===== config.mk =====
export PLATFORM = sky130hd
export DESIGN_NAME = jk_bank_sequencer
export DESIGN_NICKNAME = d
export VERILOG_FILES = /design/src/rtl/jk_bank_sequencer.sv
export SDC_FILE = /design/constraint.sdc
export NUM_CORES = 1
export LEC_CHECK = 0
export CAP_MARGIN = 15
export CORE_ASPECT_RATIO = 1.5
export CORE_MARGIN = 5
export CORE_UTILIZATION = 53
export DETAILED_ROUTE_END_ITERATION = 10
export GPL_TIMING_DRIVEN = 0
export PLACE_DENSITY = 0.86
export SYNTH_ARGS = -nofsm -noshare
export SYNTH_HDL_FRONTEND = slang
export SYNTH_SLANG_ARGS = --single-unit

===== constraint.sdc =====
create_clock -name Clk -period 4 [get_ports Clk]
set_input_delay 0.4 -clock Clk [delete_from_list [all_inputs] [get_ports Clk]]
set_output_delay 0.4 -clock Clk [all_outputs]
set_load 0.05 [all_outputs]

===== src/rtl/jk_bank_sequencer.sv =====
// jk_bank_sequencer: a bank of WIDTH JK cells driven by a small command
// sequencer. Commands are CLEAR, LOAD, COUNT (binary +1 steps) and SHIFT
// (left shift with serial-in). Each step is applied purely through the J/K
// drives, so the bank always obeys the JK table at every clock edge.
module jk_bank_sequencer #(
    parameter int WIDTH = 8
) (
    input  logic             Clk,
    input  logic             Rst,
    input  logic             cmd_valid,
    output logic             cmd_ready,
    input  logic [1:0]       cmd_op,
    input  logic [WIDTH-1:0] cmd_data,
    input  logic [7:0]       cmd_len,
    input  logic             abort,
    output logic [WIDTH-1:0] J,
    output logic [WIDTH-1:0] K,
    output logic [WIDTH-1:0] Q,
    output logic             busy,
    output logic             done,
    output logic             aborted,
    output logic             carry
);

    typedef enum logic [1:0] {
        ST_IDLE = 2'b00,
        ST_EXEC = 2'b01,
        ST_DONE = 2'b10
    } state_t;

    localparam logic [1:0] OP_CLEAR = 2'b00;
    localparam logic [1:0] OP_LOAD  = 2'b01;
    localparam logic [1:0] OP_COUNT = 2'b10;
    localparam logic [1:0] OP_SHIFT = 2'b11;

    state_t           state_q, state_d;
    logic [1:0]       op_q, op_d;
    logic [WIDTH-1:0] data_q, data_d;
    logic [7:0]       len_q, len_d;
    logic [7:0]       cnt_q, cnt_d;
    logic [WIDTH-1:0] q_q, q_d;
    logic             aborted_q, aborted_d;
    logic             carry_q, carry_d;

    logic [WIDTH-1:0] j_drv, k_drv;
    logic [WIDTH-1:0] low_ones;   // low_ones[i] = AND of Q[i-1:0]; bit 0 is 1
    logic             stepping;   // a real step is applied at the closing edge
    logic             multi_op;   // COUNT or SHIFT (len-driven commands)
    logic             last_cycle; // this EXEC cycle ends the command

    // Per-cell drive: which cells must toggle for +1, and the shifted pattern.
    always_comb begin
        // NOTE: every signal written here gets a default first, so no path
        // through the case/if leaves it unassigned and no latch is inferred.
        j_drv       = '0;
        k_drv       = '0;
        low_ones    = '0;
        low_ones[0] = 1'b1;
        for (int i = 1; i < WIDTH; i++) begin
            low_ones[i] = low_ones[i-1] & q_q[i-1];
        end

        multi_op = (op_q == OP_COUNT) || (op_q == OP_SHIFT);
        stepping = (state_q == ST_EXEC) && !abort && !(multi_op && (len_q == 8'd0));

        if (stepping) begin
            unique case (op_q)
                OP_CLEAR: begin
                    j_drv = '0;
                    k_drv = '1;
                end
                OP_LOAD: begin
                    j_drv = data_q;
                    k_drv = ~data_q;
                end
                OP_COUNT: begin
                    j_drv = low_ones;
                    k_drv = low_ones;
                end
                OP_SHIFT: begin
                    j_drv = {q_q[WIDTH-2:0], data_q[0]};
                    k_drv = ~{q_q[WIDTH-2:0], data_q[0]};
                end
                default: ;
            endcase
        end
    end

    // Next-state logic: command accept, step counting, abort and wrap detect.
    always_comb begin
        state_d   = state_q;
        op_d      = op_q;
        data_d    = data_q;
        len_d     = len_q;
        cnt_d     = cnt_q;
        aborted_d = aborted_q;
        carry_d   = 1'b0;
        // Standard JK characteristic: set where J, keep where not K.
        q_d       = (j_drv & ~q_q) | (~k_drv & q_q);

        // CLEAR/LOAD and len=0 finish in one EXEC cycle; otherwise the
        // cycle applying step number len is the last one.
        last_cycle = !multi_op || (len_q == 8'd0) || ((cnt_q + 8'd1) == len_q);

        unique case (state_q)
            ST_IDLE: begin
                if (cmd_valid) begin
                    op_d      = cmd_op;
                    data_d    = cmd_data;
                    len_d     = cmd_len;
                    cnt_d     = 8'd0;
                    aborted_d = 1'b0;
                    state_d   = ST_EXEC;
                end
            end
            ST_EXEC: begin
                if (abort) begin
                    aborted_d = 1'b1;
                    state_d   = ST_DONE;
                end else begin
                    if (stepping) begin
                        cnt_d = cnt_q + 8'd1;
                    end
                    carry_d = stepping && (op_q == OP_COUNT) && (&q_q);
                    if (last_cycle) begin
                        state_d = ST_DONE;
                    end
                end
            end
            ST_DONE: begin
                state_d = ST_IDLE;
            end
            default: begin
                state_d = ST_IDLE;
            end
        endcase
    end

    // State registers with synchronous reset that wins over any command.
    always_ff @(posedge Clk) begin
        // NOTE: sequential state uses non-blocking assignments so every flop
        // samples the pre-edge values regardless of statement order.
        if (Rst) begin
            state_q   <= ST_IDLE;
            op_q      <= '0;
            data_q    <= '0;
            len_q     <= '0;
            cnt_q     <= '0;
            q_q       <= '0;
            aborted_q <= 1'b0;
            carry_q   <= 1'b0;
        end else begin
            state_q   <= state_d;
            op_q      <= op_d;
            data_q    <= data_d;
            len_q     <= len_d;
            cnt_q     <= cnt_d;
            q_q       <= q_d;
            aborted_q <= aborted_d;
            carry_q   <= carry_d;
        end
    end

    assign J         = j_drv;
    assign K         = k_drv;
    assign Q         = q_q;
    assign cmd_ready = (state_q == ST_IDLE);
    assign busy      = (state_q == ST_EXEC);
    assign done      = (state_q == ST_DONE);
    assign aborted   = (state_q == ST_DONE) && aborted_q;
    assign carry     = carry_q;

endmodule


== After elaboration in Yosys (flattened, before gate mapping) ==
Index checks and enable logic that the tools add are counted.

* Bitwise operators: 14
* Reduce and logical (&&, ||, !) cells: 22
* $add $sub $neg: 1
* Muxes and demuxes: 15
* Equality and inequality tests: 11

{| class="wikitable"
|+ Operators by type and width
! cell !! number
|-
| 8-bit one-hot mux with 4 select lines || 2
|-
| 8-bit 2-to-1 mux || 5
|-
| 8-bit NOT || 4
|-
| 8-bit AND || 2
|-
| 8-bit one-hot mux with 2 select lines || 1
|-
| 8-bit by 1-bit adder with 8-bit output (second input constant) || 1
|-
| 8-bit == test || 1
|-
| 8-bit logical NOT || 1
|-
| 8-bit OR || 1
|-
| 8-bit AND reduction || 1
|-
| 1-bit AND || 6
|-
| 2-bit == test (second input constant) || 3
|-
| 1-bit logical AND || 6
|-
| 2-bit 2-to-1 mux || 3
|-
| 2-bit inequality test (second input constant) || 3
|-
| 2-bit by 1-bit == test with 1-bit output (second input constant) || 2
|-
| 2-bit logical NOT || 2
|-
| 2-bit one-hot mux with 2 select lines || 1
|-
| 2-bit AND reduction || 2
|-
| 4-bit AND reduction || 1
|-
| 1-bit logical NOT || 3
|-
| 1-bit logical OR || 3
|-
| 3-bit by 2-bit inequality test with 1-bit output (second input constant) || 1
|-
| 3-bit AND reduction || 1
|-
| other kinds (6) || 7
|}

* Word-level logic and storage cells: 71
* Input bits: 22
* Output and inout bits: 29
* Register bits: 38

== Depth between registers and ports, before layout ==
Gate-level depths: netlist (run 1).

* Depth after elaboration: 11
* Gate-level depth with buffers: 8
* Mapped depth without buffers: 6

== Worst setup path before layout (run 1) ==
No wires, ideal clock.

* Path type: input-to-output
* Start: in abort
* End: out K[1]
* Required time: 3.600 ns
* Stages on the path: 6
* Buffers on the path: 3
* Path slack: 1.049 ns
* Data arrival time: 2.551 ns
* Cell sequence: or3b_1 -> buf_2 -> a31o_2 -> buf_6 -> buf_6 -> a221oi_1

* Cells in the longest elaborated chain, start to end: 4

{| class="wikitable"
|+ RTL lines
! item !! RTL line !! RTL
|-
| start: declaration || 15 || <nowiki>input logic abort,</nowiki>
|-
| 1-bit logical NOT || 64 || <nowiki>stepping = (state_q == ST_EXEC) && !abort && !(multi_op && (len_q == 8'd0));</nowiki>
|-
| 1-bit logical AND (2 in a row) || 64 ||
|-
| 8-bit 2-to-1 mux || 66 || <nowiki>if (stepping) begin</nowiki>
|-
| end: declaration || 17 || <nowiki>output logic [WIDTH-1:0] K,</nowiki>
|}

Every way passes these cells.

== Worst setup path in the final report (run 1) ==
Same ends and word-level chain as after synthesis.

==> results.py, run 1 <==
metrics = {
    "setup_path": {
        "cp_top_family": "buffers and inverters",
        "crit_fanout": 10,
        "cp-start-kind": "input port",
        "cpPeakStageDelay_ns": 0.88,
        "crit_type": "in -> out",
        "crit_path_end_kind": "output port",
        "cp.required_ns": 3.60,
        "crit_path_top_delay_cell": "clkdlybuf4s50_1",
        "crit_chain": "clkdlybuf4s50_1 -> or3b_1 -> buf_2 -> a31o_2 -> buf_6 -> buf_6 -> a221oi_1 -> clkdlybuf4s50_1",
        "worstPathArrival_ns": 3.07,
        "cp.buffers_inverters": 5,
    },
    "hold_path": {
        "worstHoldPathType": "reg -> reg",
    },
    "yosys": {
        "synth-edff-count": 0,
        "yosysWarnings": 0,
        "synth_cells": 269,
        "yosys-top-cells-count": "nand2_1, a21oi_1, dfxtp_1, nor2_1",
        "synth_area_um2": 2106,
        "synthFlopType": "dfxtp_1",
        "ys_seq_area_share_pct": 36.13,
        "yosys-top-cells-area": "dfxtp_1, nand2_1, a21oi_1, nor2_1, xnor2_1",
        "synthArstFlopShare_pct": 0,
        "yosysTopAreaCellShare_pct": 36.13,
        "syn_nets": 292,
        "avgSynthCellArea_um2": 7.828,
        "synth-seq-cells": 38,
        "synth_cell_types": 55,
        "yosysTopAreaCell": "dfxtp_1",
        "synth_most_common_cell": "nand2_1",
    },
    "routing": {
        "vias": 2178,
        "vias_per_cell": 5.871,
        "ant_nets": 0,
        "drt_iter0_markers": 66,
        "wl_per_cell_um": 15.44,
        "wirelength_um": 5730,
        "dr.pass1.iters": 5,
        "drc": 0,
    },
    "global_routing": {
        "grt_pass1_wl_um": 9604,
        "grt_use_total_pct": 23.62,
        "antenna_found_initial": 0,
        "first_global_vias": 2155,
        "grt_max_degree": 13,
        "gr-total-overflow": 0,
    },
    "finish": {
        "layout-drive-gt1-share_pct": 8.896,
        "antenna_cells": 0,
        "final_cell_area_um2": 2748,
        "post-route-util_pct": 70.66,
        "final_nets": 348,
        "num-fill-cells": 316,
        "area_delta_synth_final_pct": 30.48,
    },
    "clock_tree": {
        "clock-root-buffer": "clkbuf_8",
        "cts_tree": "built",
        "clkSinkCount": 38,
        "htree_levels": 2,
        "hold_buffers": 0,
        "numCtsBuffers": 5,
        "cts_setup_buffers": 0,
        "ctsResizeCount": 0,
        "clk_pin_slew_ns": 0.08,
        "clk_path_buf_depth": 2,
        "clock_latency_ns": 0.30,
    },
    "sta": {
        "rsz0062_at_grt": "no",
        "finalSetupViolCount": 0,
        "setup-tns-final_ns": 0,
        "skew_ns": 0.01130,
        "finalCriticalPeriod_ns": 3.471,
        "finalHoldViolCount": 0,
        "timing.max_slew.rel_slack_pct": 57.51,
        "slew_viol_final": 0,
        "worst_slew_pin_slew_ns": 0.6293,
        "fmax_mhz": 288.1,
        "post-route-period-util_pct": 86.79,
        "holdWs_ns": 0.4633,
    },
    "status": {
        "status": "finished clean",
    },
    "floorplan": {
        "io-pin-count": 51,
        "die_h_um": 87.20,
        "core_area_um2": 3889,
        "initial_utilization_pct": 54.15,
        "die_area_um2": 5360,
        "rows": 28,
        "dieWidth_um": 61.47,
    },
    "placement": {
        "port_buffers": 49,
        "placed_area_um2": 2653,
        "place_congestion": 0.9429,
        "dp_hpwl_um": 4299,
    },
    "power": {
        "p_per_area_nw_per_um2": 309.3,
        "p_leak_nw": 0.9647,
        "power_mw": 0.8498,
        "irDropWorstVdd_mv": 0.2943,
    },
    "job": {
        "cap_violations": 0,
    },
}
flip-flops by register name (all words and copies together), names as in the netlist:
register / cells
cnt_q: 8
op_q: 2
state_q: 2
data_q: 8
carry: 1
Q: 8
aborted_q: 1
len_q: 8
routing by layer:
metal | global-route usage (%) | wire, um | up-vias
met3 | 5.786 | 365 | 16
li1 | - | - | 1056
met2 | 41.23 | 3025 | 89
met4 | 11.20 | 120 | 0
met5 | 0 | 0 | -
met1 | 25.73 | 2219 | 1017
worst paths after layout:
kind              startpoint          to  cells past startpoint  slack, ns
setup / recovery       abort        K[1]                      8       0.53
hold / removal     data_q[5]   data_q[5]                      2       0.46
setup reg to reg    cnt_q[0]  state_q[1]                      6       1.91
hold reg to reg    data_q[5]   data_q[5]                      2       0.46
area by class of cell:
| type | count | area, um^2 | share of cell area (%) |
|---|---|---|---|
| multi-input combinational | 206 | 1227 | 44.67 |
| sequential | 38 | 760.7 | 27.69 |
| timing repair buffer | 49 | 490.5 | 17.85 |
| buffer | 18 | 91.34 | 3.324 |
| clock buffer | 6 | 82.58 | 3.005 |
| tap | 45 | 56.30 | 2.049 |
| inverter | 7 | 26.28 | 0.9563 |
| clock inverter | 2 | 12.51 | 0.4554 |
through the flow:
| stage | worst slack, ns | instances |
|---|---|---|
| after global placement | 0.6171 | 363 |
| after floorplan | 1.049 | 269 |
| final | 0.5286 | 371 |
| after detailed placement | 0.5588 | 363 |
| after global routing | 0.4619 | 371 |
| after CTS | 0.5551 | 371 |
tightest hold or removal path, delay by kind of cell (launching register included):
| family | cells | cell delay, ns |
|---|---|---|
| flip-flops | 1 | 0.32 |
| AND/OR/NAND/NOR | 1 | 0.05 |
| AO/OA/AOI/OAI | 1 | 0.05 |
power breakdown:
group / switching (mW) / leakage, nW / internal [mW] / total [mW]
clock network: 0.139 / 0.0472 / 0.138 / 0.277
logic: 0.0984 / 0.608 / 0.0654 / 0.164
registers: 0.0161 / 0.309 / 0.393 / 0.409
total: 0.253 / 0.965 / 0.596 / 0.850
cell families after synthesis:
logic type | count (synthesis) | synth area share, %
compound gates | 74 | 22.76
xor+xnor | 12 | 4.992
fa+ha+maj | 1 | 0.5941
buf+inv | 25 | 5.586
flops | 38 | 36.13
mux | 5 | 2.496
simple gates | 114 | 27.45
layout by cell type (no fill, tap or decap), types with 3 or more instances in the layout:
master	netlist	final
nor2_1	22	22
clkbuf_1	9	9
buf_2	4	4
a31oi_1	5	5
o21ai_0	6	6
nor2b_1	3	3
and2_1	6	6
nand2_1	54	54
a21oi_1	39	39
a311oi_1	4	4
nand3_1	6	6
dfxtp_1	38	38
clkbuf_8	0	6
mux2i_1	3	3
xor2_1	3	3
xnor2_1	9	9
a211oi_1	3	3
inv_1	7	7
nand2b_1	4	4
clkdlybuf4s50_1	0	49
Note: power is estimated with default switching activity, not from simulation.
==> run 2: changes to the inputs <==
--- a/config.mk
+++ b/config.mk
@@ -9,8 +9,8 @@
 export CORE_ASPECT_RATIO = 1.5
 export CORE_MARGIN = 5
-export CORE_UTILIZATION = 53
+export CORE_UTILIZATION = 49
 export DETAILED_ROUTE_END_ITERATION = 10
 export GPL_TIMING_DRIVEN = 0
-export PLACE_DENSITY = 0.86
+export PLACE_DENSITY = 0.8
 export SYNTH_ARGS = -nofsm -noshare
 export SYNTH_HDL_FRONTEND = slang
==> constraint.sdc (replaced) <==
create_clock -name Clk -period 3.3 [get_ports Clk]
set_input_delay 0.33 -clock Clk [delete_from_list [all_inputs] [get_ports Clk]]
set_output_delay 0.33 -clock Clk [all_outputs]
set_load 0.02 [all_outputs]
==> results.py, run 2 (synthesis gave the netlist of run 1 again) <==
metrics = {
    "status": {
        "status": "finished clean",
    },
    "hold_path": {
        "worstHoldPathType": "reg -> reg",
        "min_delay_path_depth": 2,
    },
    "placement": {
        "dp_hpwl_um": 4183,
        "placed_area_um2": 2654,
        "place_congestion": 0.9007,
        "port_buffers": 49,
    },
    "global_routing": {
        "antenna_found_initial": 0,
        "grt_use_total_pct": 20.38,
        "grt_pass1_wl_um": 9522,
        "gr-total-overflow": 0,
        "first_global_vias": 2061,
        "grt_max_degree": 14,
    },
    "sta": {
        "finalHoldViolCount": 0,
        "finalSetupViolCount": 0,
        "rsz0062_at_grt": "no",
        "setup-tns-final_ns": 0,
        "post-route-period-util_pct": 92.37,
        "timing.max_slew.rel_slack_pct": 53.92,
        "fmax_mhz": 328.1,
        "finalCriticalPeriod_ns": 3.048,
        "slew_viol_final": 0,
        "worst_slew_pin_slew_ns": 0.6826,
        "skew_ns": 0.007042,
    },
    "routing": {
        "drc": 0,
        "ant_nets": 0,
        "wirelength_um": 5682,
        "dr.pass1.iters": 4,
        "wl_per_cell_um": 15.27,
        "vias": 2124,
        "vias_per_cell": 5.710,
        "drt_iter0_markers": 123,
    },
    "clock_tree": {
        "clock_latency_ns": 0.30,
        "clk_path_buf_depth": 2,
        "cts_tree": "built",
        "clkSinkCount": 38,
        "cts_setup_buffers": 0,
        "numCtsBuffers": 5,
        "clock-root-buffer": "clkbuf_8",
        "htree_levels": 2,
        "ctsResizeCount": 0,
        "hold_buffers": 0,
        "clk_pin_slew_ns": 0.08,
    },
    "finish": {
        "num-fill-cells": 389,
        "antenna_cells": 0,
        "layout-drive-gt1-share_pct": 8.896,
        "post-route-util_pct": 65.40,
        "area_delta_synth_final_pct": 30.72,
        "layout_common_cells": "nand2_1, clkdlybuf4s50_1, a21oi_1",
        "final_nets": 348,
        "final_cell_area_um2": 2753,
        "final_common_cell": "nand2_1",
    },
    "floorplan": {
        "die_h_um": 90.29,
        "rows": 29,
        "die_area_um2": 5736,
        "initial_utilization_pct": 50.03,
        "core_area_um2": 4209,
        "io-pin-count": 51,
        "dieWidth_um": 63.53,
    },
    "power": {
        "p_per_area_nw_per_um2": 371.8,
        "irDropWorstVdd_mv": 0.3522,
        "p_leak_nw": 0.9654,
    },
    "setup_path": {
        "cp_top_family": "buffers and inverters",
        "worstPathArrival_ns": 2.72,
        "cp-start-kind": "input port",
        "crit_type": "in -> out",
        "crit_path_top_delay_cell": "clkdlybuf4s50_1",
        "cp.buffers_inverters": 5,
        "rr_worst_depth": 6,
        "crit_path_end_kind": "output port",
        "cpPeakStageDelay_ns": 0.66,
        "crit_chain": "clkdlybuf4s50_1 -> or3b_1 -> buf_2 -> a31o_2 -> buf_6 -> buf_6 -> a221oi_1 -> clkdlybuf4s50_1",
        "crit_cells": 8,
        "crit_fanout": 10,
        "cp.required_ns": 2.97,
    },
    "job": {
        "cap_violations": 0,
    },
}
-- run 2: cell types whose count changed in the layout (fill, tap and decap cells not counted), sizes merged --
cell    change
clkinv      -1
inv         +1
-- run 2: final timing paths --
| path | start | to | slack (ns) |
|---|---|---|---|
| min | data_q[3] | data_q[3] | 0.46 |
| min reg2reg | data_q[3] | data_q[3] | 0.46 |
| max reg2reg | cnt_q[0] | state_q[1] | 1.12 |
| max | abort | K[1] | 0.25 |
-- run 2: final cells by class --
| class | count | area [um^2] | share of cell area (%) |
|---|---|---|---|
| clock inverter | 2 | 16.27 | 0.5909 |
| sequential | 38 | 760.7 | 27.64 |
| tap | 46 | 57.56 | 2.091 |
| timing repair buffer | 49 | 490.5 | 17.82 |
| clock buffer | 6 | 82.58 | 3.000 |
| inverter | 7 | 26.28 | 0.9545 |
| buffer | 18 | 91.34 | 3.318 |
| multi-input combinational | 206 | 1227 | 44.59 |
-- run 2: routing by layer --
metal / part of all wire [%] / wire length (um) / up-vias / track usage, %
met1: 40 / 2291 / 991 / 23.24
met3: 6.6 / 375 / 9 / 5.355
met5: 0 / 0 / - / 0
met2: 52 / 2935 / 73 / 35.25
met4: 1.4 / 79 / 0 / 8.146
li1: - / - / 1051 / -
-- run 2: report_power, final --
group          leakage, nW  internal [mW]  switching, mW  total [mW]
sequential           0.309          0.476         0.0193       0.495
clock               0.0478          0.172          0.177       0.349
combinational        0.608         0.0794          0.100       0.180
total                0.965          0.727          0.296        1.02
-- run 2: worst min-delay path, stage by stage, from the launching register on --
cell,delay (ns)
dfxtp_1,0.32
nand2_1,0.05
a21oi_1,0.05
-- run 2: through the flow --
step / total power [mW] / instances / hold slack, ns / worst slack [ns]
2_1_floorplan: 0.6119 / 269 / 0.4317 / 1.122
3_3_place_gp: 0.6805 / 364 / 0.4469 / 0.2551
3_5_place_dp: 0.6834 / 364 / 0.4511 / 0.2749
4_1_cts: 1.026 / 372 / 0.4623 / 0.2426
5_1_grt: 1.067 / 372 / 0.4785 / 0.1472
6_report: 1.023 / 372 / 0.4610 / 0.2518
